`config.mk`:
```
export PLATFORM = sky130hd
export DESIGN_NAME = cond_logic
export DESIGN_NICKNAME = d
export VERILOG_FILES = /design/src/rtl/arm_pkg.sv /design/src/rtl/check_condition.sv /design/src/rtl/cond_logic.sv
export SDC_FILE = /design/constraint.sdc
export NUM_CORES = 1
export LEC_CHECK = 0
export ABC_CLOCK_PERIOD_IN_PS = 1700
export BUFFER_PORTS_ARGS = -buffer_cell sky130_fd_sc_hd__buf_2
export CAP_MARGIN = 0
export CORE_ASPECT_RATIO = 0.8
export CORE_MARGIN = 1.5
export CORE_UTILIZATION = 45
export DETAILED_ROUTE_END_ITERATION = 16
export PLACE_DENSITY = 0.81
export SYNTH_ARGS = -nofsm -noshare
export SYNTH_HDL_FRONTEND = slang
export SYNTH_SLANG_ARGS = --single-unit
```
`constraint.sdc`:
```
create_clock -name clk -period 1.7 [get_ports clk]
set_input_delay 0.34 -clock clk [delete_from_list [all_inputs] [get_ports clk]]
set_output_delay 0.34 -clock clk [all_outputs]
set_load 0.05 [all_outputs]
```
`src/rtl/arm_pkg.sv`:
```
// Shared ARM datapath definitions: condition-field encodings and NZCV bit positions.
package arm_pkg;

  localparam logic [3:0] COND_EQ = 4'b0000;
  localparam logic [3:0] COND_NE = 4'b0001;
  localparam logic [3:0] COND_CS = 4'b0010;
  localparam logic [3:0] COND_CC = 4'b0011;
  localparam logic [3:0] COND_MI = 4'b0100;
  localparam logic [3:0] COND_PL = 4'b0101;
  localparam logic [3:0] COND_VS = 4'b0110;
  localparam logic [3:0] COND_VC = 4'b0111;
  localparam logic [3:0] COND_HI = 4'b1000;
  localparam logic [3:0] COND_LS = 4'b1001;
  localparam logic [3:0] COND_GE = 4'b1010;
  localparam logic [3:0] COND_LT = 4'b1011;
  localparam logic [3:0] COND_GT = 4'b1100;
  localparam logic [3:0] COND_LE = 4'b1101;
  localparam logic [3:0] COND_AL = 4'b1110;
  localparam logic [3:0] COND_NV = 4'b1111;

  localparam int FLAG_N = 3;
  localparam int FLAG_Z = 2;
  localparam int FLAG_C = 1;
  localparam int FLAG_V = 0;

endpackage

```
`src/rtl/check_condition.sv`:
```
// Evaluates an ARM condition field against the NZCV flags; undefined codes give X.
module check_condition
  import arm_pkg::*;
(
  input  logic [3:0] Cond,
  input  logic [3:0] Flags,
  output logic       CondEx
);

  logic n, z, c, v, ge;

  assign n  = Flags[FLAG_N];
  assign z  = Flags[FLAG_Z];
  assign c  = Flags[FLAG_C];
  assign v  = Flags[FLAG_V];
  assign ge = (n == v);

  // Decode the condition code into a pass/fail decision.
  always_comb begin
    CondEx = 1'bx;
    case (Cond)
      COND_EQ: CondEx = z;
      COND_NE: CondEx = ~z;
      COND_CS: CondEx = c;
      COND_CC: CondEx = ~c;
      COND_MI: CondEx = n;
      COND_PL: CondEx = ~n;
      COND_VS: CondEx = v;
      COND_VC: CondEx = ~v;
      COND_HI: CondEx = ~z & c;
      COND_LS: CondEx = z | ~c;
      COND_GE: CondEx = ge;
      COND_LT: CondEx = ~ge;
      COND_GT: CondEx = ~z & ge;
      COND_LE: CondEx = z | ~ge;
      COND_AL: CondEx = 1'b1;
      default: CondEx = 1'bx;
    endcase
  end

endmodule

```
`src/rtl/cond_logic.sv`:
```
// Conditional-execution stage: NZCV register, latched execute decision,
// gating of controller write strobes and executed/skipped counters.
module cond_logic
  import arm_pkg::*;
#(
  parameter int CNT_W = 16
) (
  input  logic             clk,
  input  logic             reset_n,
  input  logic [3:0]       Cond,
  input  logic [3:0]       ALUFlags,
  input  logic [1:0]       FlagW,
  input  logic             CondLatch,
  input  logic             PCS,
  input  logic             NextPC,
  input  logic             RegW,
  input  logic             MemW,
  input  logic             InstrDone,
  input  logic             CntClr,
  output logic             PCWrite,
  output logic             RegWrite,
  output logic             MemWrite,
  output logic [3:0]       Flags,
  output logic             CondExReg,
  output logic [CNT_W-1:0] ExecCnt,
  output logic [CNT_W-1:0] SkipCnt
);

  localparam logic [CNT_W-1:0] CNT_ONE = {{(CNT_W-1){1'b0}}, 1'b1};
  localparam logic [CNT_W-1:0] CNT_MAX = {CNT_W{1'b1}};

  logic       cond_ex_raw;
  logic       cond_ex;
  logic [1:0] flag_write;

  check_condition u_check (
    .Cond   (Cond),
    .Flags  (Flags),
    .CondEx (cond_ex_raw)
  );

  // The undefined code never executes, which also keeps X out of CondExReg.
  assign cond_ex = (Cond == COND_NV) ? 1'b0 : cond_ex_raw;

  assign flag_write = FlagW & {2{CondExReg}};

  assign PCWrite  = NextPC | (PCS & CondExReg);
  assign RegWrite = RegW & CondExReg;
  assign MemWrite = MemW & CondExReg;

  // Capture the execute decision in Decode; holds for the rest of the instruction.
  always_ff @(posedge clk or negedge reset_n) begin
    if (!reset_n)
      CondExReg <= 1'b0;
    else if (CondLatch)
      CondExReg <= cond_ex;
  end

  // N,Z and C,V halves of the flag register update independently.
  always_ff @(posedge clk or negedge reset_n) begin
    if (!reset_n) begin
      Flags <= 4'b0000;
    end else begin
      if (flag_write[1])
        Flags[FLAG_N:FLAG_Z] <= ALUFlags[FLAG_N:FLAG_Z];
      if (flag_write[0])
        Flags[FLAG_C:FLAG_V] <= ALUFlags[FLAG_C:FLAG_V];
    end
  end

  // Saturating executed/skipped counters; clear wins over a retiring instruction.
  always_ff @(posedge clk or negedge reset_n) begin
    if (!reset_n) begin
      ExecCnt <= '0;
      SkipCnt <= '0;
    end else if (CntClr) begin
      ExecCnt <= '0;
      SkipCnt <= '0;
    end else if (InstrDone) begin
      if (CondExReg) begin
        if (ExecCnt != CNT_MAX)
          ExecCnt <= ExecCnt + CNT_ONE;
      end else begin
        if (SkipCnt != CNT_MAX)
          SkipCnt <= SkipCnt + CNT_ONE;
      end
    end
  end

endmodule

```
-- After elaboration in Yosys (flattened, before gate mapping)
Index checks and enable logic that the tools add are counted.
Widths: inputs -> output; s select.
- add/subtract/negate cells: 2
- eq/ne operators: 19
- mux-type cells: 10
- bitwise operators: 14
- reduce and logical (&&, ||, !) cells: 7
- operators with widths (operator ; count):
    $mux 16 ; 8
    $add 16x1->16 const B ; 2
    $eq 4x4->1 const B ; 8
    $ne 16x16->1 const B ; 2
    $eq 4x3->1 const B ; 4
    $pmux 1 s15 ; 1
    $eq 4x2->1 const B ; 2
    $reduce_bool 2->1 ; 4
    $reduce_and 3->1 ; 2
    $and 1x1->1 ; 5
    $not 1->1 ; 5
    $eq 4x1->1 const B ; 1
    $logic_not 4->1 ; 1
    $or 1x1->1 ; 3
    $and 2x2->2 ; 1
    $ne 2x2->1 const B ; 1
    $eq 1x1->1 ; 1
    $mux 1 ; 1
- flip-flop bits (word level): 37
- output and inout bits: 40
- logic and storage cells: 57

-- Longest topological paths before layout
- depth in word-level cells: 5
- mapped depth: 7

-- Cells and area by module
Synthesis repeated with hierarchy kept, for this count alone.
- cell total of the unflattened synthesis: 240
- area total of the unflattened synthesis: 2278.4 µm²
- modules (own cells, without submodules) (module ; times used ; cells each ; area each (µm²) ; seq. area each (µm²)):
    cond_logic ; 1 ; 208 ; 2048.2 ; 925.9
    check_condition ; 1 ; 32 ; 230.2 ; 0.0

-- Worst setup path before layout
No wires, ideal clock.
- path kind: flip-flop to flip-flop
- from: register SkipCnt[0]
- to: register SkipCnt[9]
- data arrival time: 1.962 ns
- setup slack: -0.394 ns
- stages on the path, launching flop included: 8
- buffers on the path: 1
- clock period less this slack: 2.094 ns
- cells stage by stage: dfrtp_1 ha_1 nand3_1 o41ai_2 buf_4 nor3_1 xnor2_1 nor2_1
- cells in the longest elaborated chain, start to end: 5
- ends and longest elaborated chain (element ; line ; source):
    start, declared ; cond_logic.sv:26 ; output logic [CNT_W-1:0] SkipCnt
    start signal, assigned ; cond_logic.sv:85 ; SkipCnt <= SkipCnt + CNT_ONE;
    $add 16x1->16 ; cond_logic.sv:85 ;
    $mux 16 ; cond_logic.sv:84 ; if (SkipCnt != CNT_MAX)
    $mux 16 ; cond_logic.sv:80 ; if (CondExReg) begin
    $mux 16 ; cond_logic.sv:79 ; end else if (InstrDone) begin
    $mux 16 ; cond_logic.sv:76 ; end else if (CntClr) begin
Several ways; a longest one is shown, not always the timed one. The select of a mux whose other input is x is not followed.
A chain may end at the register's enable or synchronous reset.

-- Worst setup path after layout
Same ends and word-level chain as after synthesis.

==> results by group <==
Logic synthesis
  • Adder-cell share of the synthesized area: 0.0118
  • Ys async rst share: 1.00
  • Flip-flop and latch count after synthesis: 37
  • Synth Area in Simple Gates: 0.263
  • Warnings from Yosys: 0
  • Seq/Total Area, Yosys: 0.435
  • Ys flop type: dfrtp_1
  • Post-synth EDFFs: 0
  • Post-synthesis cell area: ~0.0021 mm²
  • Synthesized area per cell: 9.67 µm²
  • Post-Syn Nets: 241
  • Post-Syn Instances: 220
  • Post-synthesis mux area share: 0.0306
  • Synth Area in XOR/XNOR: 0.0905
  • Synth unique cells: 50
  • Synth Area in Compound Gates: 0.136
  • Largest family of logic cells by synthesized area: simple AND/OR/NAND/NOR gates

Detailed routing
  • Detail-routed net length per standard cell: 14.3 µm
  • # DRC: 0
  • Highest Signal Layer: met4
  • Metal-1 WL: around 2200 µm
  • Number of DRC markers in iteration 0: 136
  • First-pass DRT Iterations: 4
  • Routed WL: about 5000 µm
  • Metal3 WL: 264 µm
  • Via density per instance: 5.49
  • Vias: 1,931
  • Final ANT Viol Nets: 0
  • Met2 routed WL: between 2000 and 2500 µm

Power and ir drop
  • Clock power share: 0.254
  • Sw Ratio: 0.382
  • PD cells: between 900 and 1000 mW/mm²
  • Reg power frac: 0.420
  • Pint: 0.00157 W
  • Comb pwr share: 0.326
  • P_sw: 0.000974 W
  • VDD IR max: 0.000580 V
  • Pleak: 1.19 nW

Worst setup path
  • Slowest CP cell: dfrtp_2
  • CP Class: reg -> reg
  • Worst path required time: 1.88 ns
  • Critical path capture point type: register
  • Largest stage delay on the critical path: between 0.4 and 0.5 ns
  • Crit-path cells: ha_4 > nand3_4 > o41ai_2 > buf_4 > nor3_2 > xnor2_1 > nor2_1
  • Critical path peak fanout: 7
  • R2R depth: 7
  • Startpoint types: register
  • Worst Path Arrival: 1.84 ns

Clock network
  • Clock Latency Late Sink: 0.29 ns
  • Clock sink count: 37
  • CTS tree: done
  • H-Tree Depth: 2
  • Clock root buffer: clkbuf_8
  • Hold buffer count at CTS: 0
  • Cts bufs inserted: 5
  • CTS clk-pin slew, worst paths: ~0.070 ns
  • Clk buf depth: 2

STA
  • Slew Viols, Final: 0
  • Final period utilization: 0.977
  • Final setup violation count: 0
  • RSZ-0062 raised after global routing: true
  • Worst hold slack: approximately 0.065 ns
  • Rel. slew slack: 0.701
  • Tmin final: 1.66 ns
  • Worst-margin pin slew: about 0.45 ns
  • Setup ws final: just under 0.04 ns
  • Clk_skew: 0.00395 ns
  • F_max: 602 MHz
  • Fin. Hold Viols: 0

Floorplan
  • IO Count: between 50 and 60
  • # rows: 22
  • Chip Width: about 80 µm
  • Die Area: about 0.0052 mm²
  • Core area: between 0.004 and 0.005 mm²
  • Initial core utilization: 0.466
  • DIE HEIGHT: 64.5 µm

Final layout
  • Layout Utilization: 0.599
  • Synthesis-to-finish area growth: 28.6%
  • Share of post-route cells with drive strength above 1: 0.462
  • Nets@finish: around 310
  • Final Cell Area: about 0.0027 mm²
  • Inserted Diodes: 0

Place
  • Post-DP HPWL: 3550 µm
  • IO buf count: 58
  • DP Area: 0.00257 mm²
  • Gpl congestion: 0.960
  • Setup WS pre-CTS: 0.0534 ns

Hold path
  • Type of the tightest min-delay check: in -> async

Global routing
  • First-pass GRT wire length: between 8000 and 9000 µm
  • Pin count of the biggest net entering global routing: 38
  • Antenna violations before repair: 0
  • Grt total ovfl: 0
  • Total GRT Usage: 0.209
  • Number of global-route vias before repair: roughly 1,900

Outcome
  • Run status: completed

Flow run
  • Max-cap viol count: 0
-- cell usage after synthesis (2+ instances only) --
| cell type | number | share of area |
|---|---|---|
| clkbuf_1 | 3 | 0.0053 |
| and3_1 | 5 | 0.015 |
| buf_4 | 3 | 0.011 |
| nor3b_1 | 3 | 0.011 |
| xnor2_1 | 16 | 0.066 |
| mux2_2 | 4 | 0.021 |
| nand4_1 | 9 | 0.026 |
| nor3_1 | 7 | 0.016 |
| a211oi_1 | 3 | 0.011 |
| or2_2 | 2 | 0.0059 |
| nor2b_1 | 2 | 0.0059 |
| or3_1 | 7 | 0.021 |
| a21oi_1 | 14 | 0.033 |
| and2_1 | 2 | 0.0059 |
| xor2_1 | 6 | 0.025 |
| a31oi_1 | 5 | 0.015 |
| nand2_1 | 17 | 0.030 |
| and4_1 | 3 | 0.012 |
| nand3_1 | 3 | 0.0071 |
| o21ai_0 | 5 | 0.012 |
| nand2b_1 | 2 | 0.0059 |
| nor2_1 | 27 | 0.048 |
| ha_1 | 2 | 0.012 |
| mux2i_1 | 2 | 0.0094 |
| inv_1 | 4 | 0.0071 |
| nor4b_1 | 4 | 0.016 |
| dfrtp_1 | 37 | 0.44 |
-- per-layer routing --
layer  vias to the layer above  GRT usage
met2                        55      0.349
met5                         -          0
met4                         0     0.0819
li1                        939          -
met1                       924      0.259
met3                        13     0.0535
-- cell usage in the layout (no fill, tap or decap), drive strengths merged, types with 4 or more instances in the layout --
master / instances
inv: 4
buf: 72
xnor2: 16
or3: 7
a31oi: 5
nand2: 18
nor4b: 4
o21ai: 5
dfrtp: 37
nor3: 7
and3: 6
clkbuf: 7
a21oi: 14
mux2: 4
xor2: 6
nor2: 27
nand4: 10
-- per-stage QoR --
| step | TNS [ns] | cells | power [W] |
|---|---|---|---|
| floorplan | -0.333 | 220 | 0.00169 |
| global placement | 0 | 336 | 0.00187 |
| detailed placement | 0 | 336 | 0.00189 |
| CTS | 0 | 344 | 0.00254 |
| global route | -0.158 | 352 | 0.00268 |
| finish | 0 | 352 | 0.00255 |
-- power by group through the flow --
stage | combinational, W | sequential (W) | clock (W)
6_report | 0.000830 | 0.00107 | 0.000647
5_1_grt | 0.000890 | 0.00109 | 0.000703
4_1_cts | 0.000799 | 0.00108 | 0.000666
3_5_place_dp | 0.000797 | 0.00109 | 0
3_3_place_gp | 0.000787 | 0.00109 | 0
2_1_floorplan | 0.000363 | 0.00133 | 0
-- kinds of logic (layout without fill, tap and decap cells) --
group / Yosys count / count (layout)
buffers and inverters: 12 / 84
multiplexers: 6 / 6
XOR/XNOR: 22 / 22
AND/OR/NAND/NOR: 100 / 100
flip-flops: 37 / 37
AO/OA/AOI/OAI: 41 / 41
adder cells (fa/ha/maj): 2 / 2
-- worst paths after layout --
kind	startpoint	endpoint	slack, ns
min in group clk	ALUFlags[1]	Flags[1]$_DFFE_PN0P_	0.28
max in group asynchronous	reset_n	ExecCnt[6]$_DFFE_PN0P_	1.28
worst max-delay path	SkipCnt[0]$_DFFE_PN0P_	SkipCnt[9]$_DFFE_PN0P_	0.04
worst max register to register	SkipCnt[0]$_DFFE_PN0P_	SkipCnt[9]$_DFFE_PN0P_	0.04
worst min-delay path	reset_n	SkipCnt[5]$_DFFE_PN0P_	0.07
worst min register to register	ExecCnt[9]$_DFFE_PN0P_	ExecCnt[9]$_DFFE_PN0P_	0.51
-- layout make-up --
class	count	area [µm²]
Sequential cell	37	967
Tap cell	60	75.1
Inverter	4	15.0
Timing Repair Buffer	72	393
Clock inverter	1	7.51
Clock buffer	7	86.3
Fill cell	428	1830
Multi-Input combinational cell	171	1190
-- sequential cells by signal, indices dropped and copies added, names as in the netlist --
register   flops
CondExReg      1
ExecCnt       16
Flags          4
SkipCnt       16
-- timing repair --
item	CTS	global route
buffers inserted	0	7
resized for setup	0	4
setup endpoints to repair	0	7
-- critical path, delay by kind of cell, from the launching register on --
kind / cells / cell delay, ns
adder cells (fa/ha/maj): 1 / 0.17
buffers and inverters: 1 / 0.22
AND/OR/NAND/NOR: 3 / 0.21
flip-flops: 1 / 0.41
AO/OA/AOI/OAI: 1 / 0.39
XOR/XNOR: 1 / 0.14
Note: power is estimated with default switching activity, not from simulation.
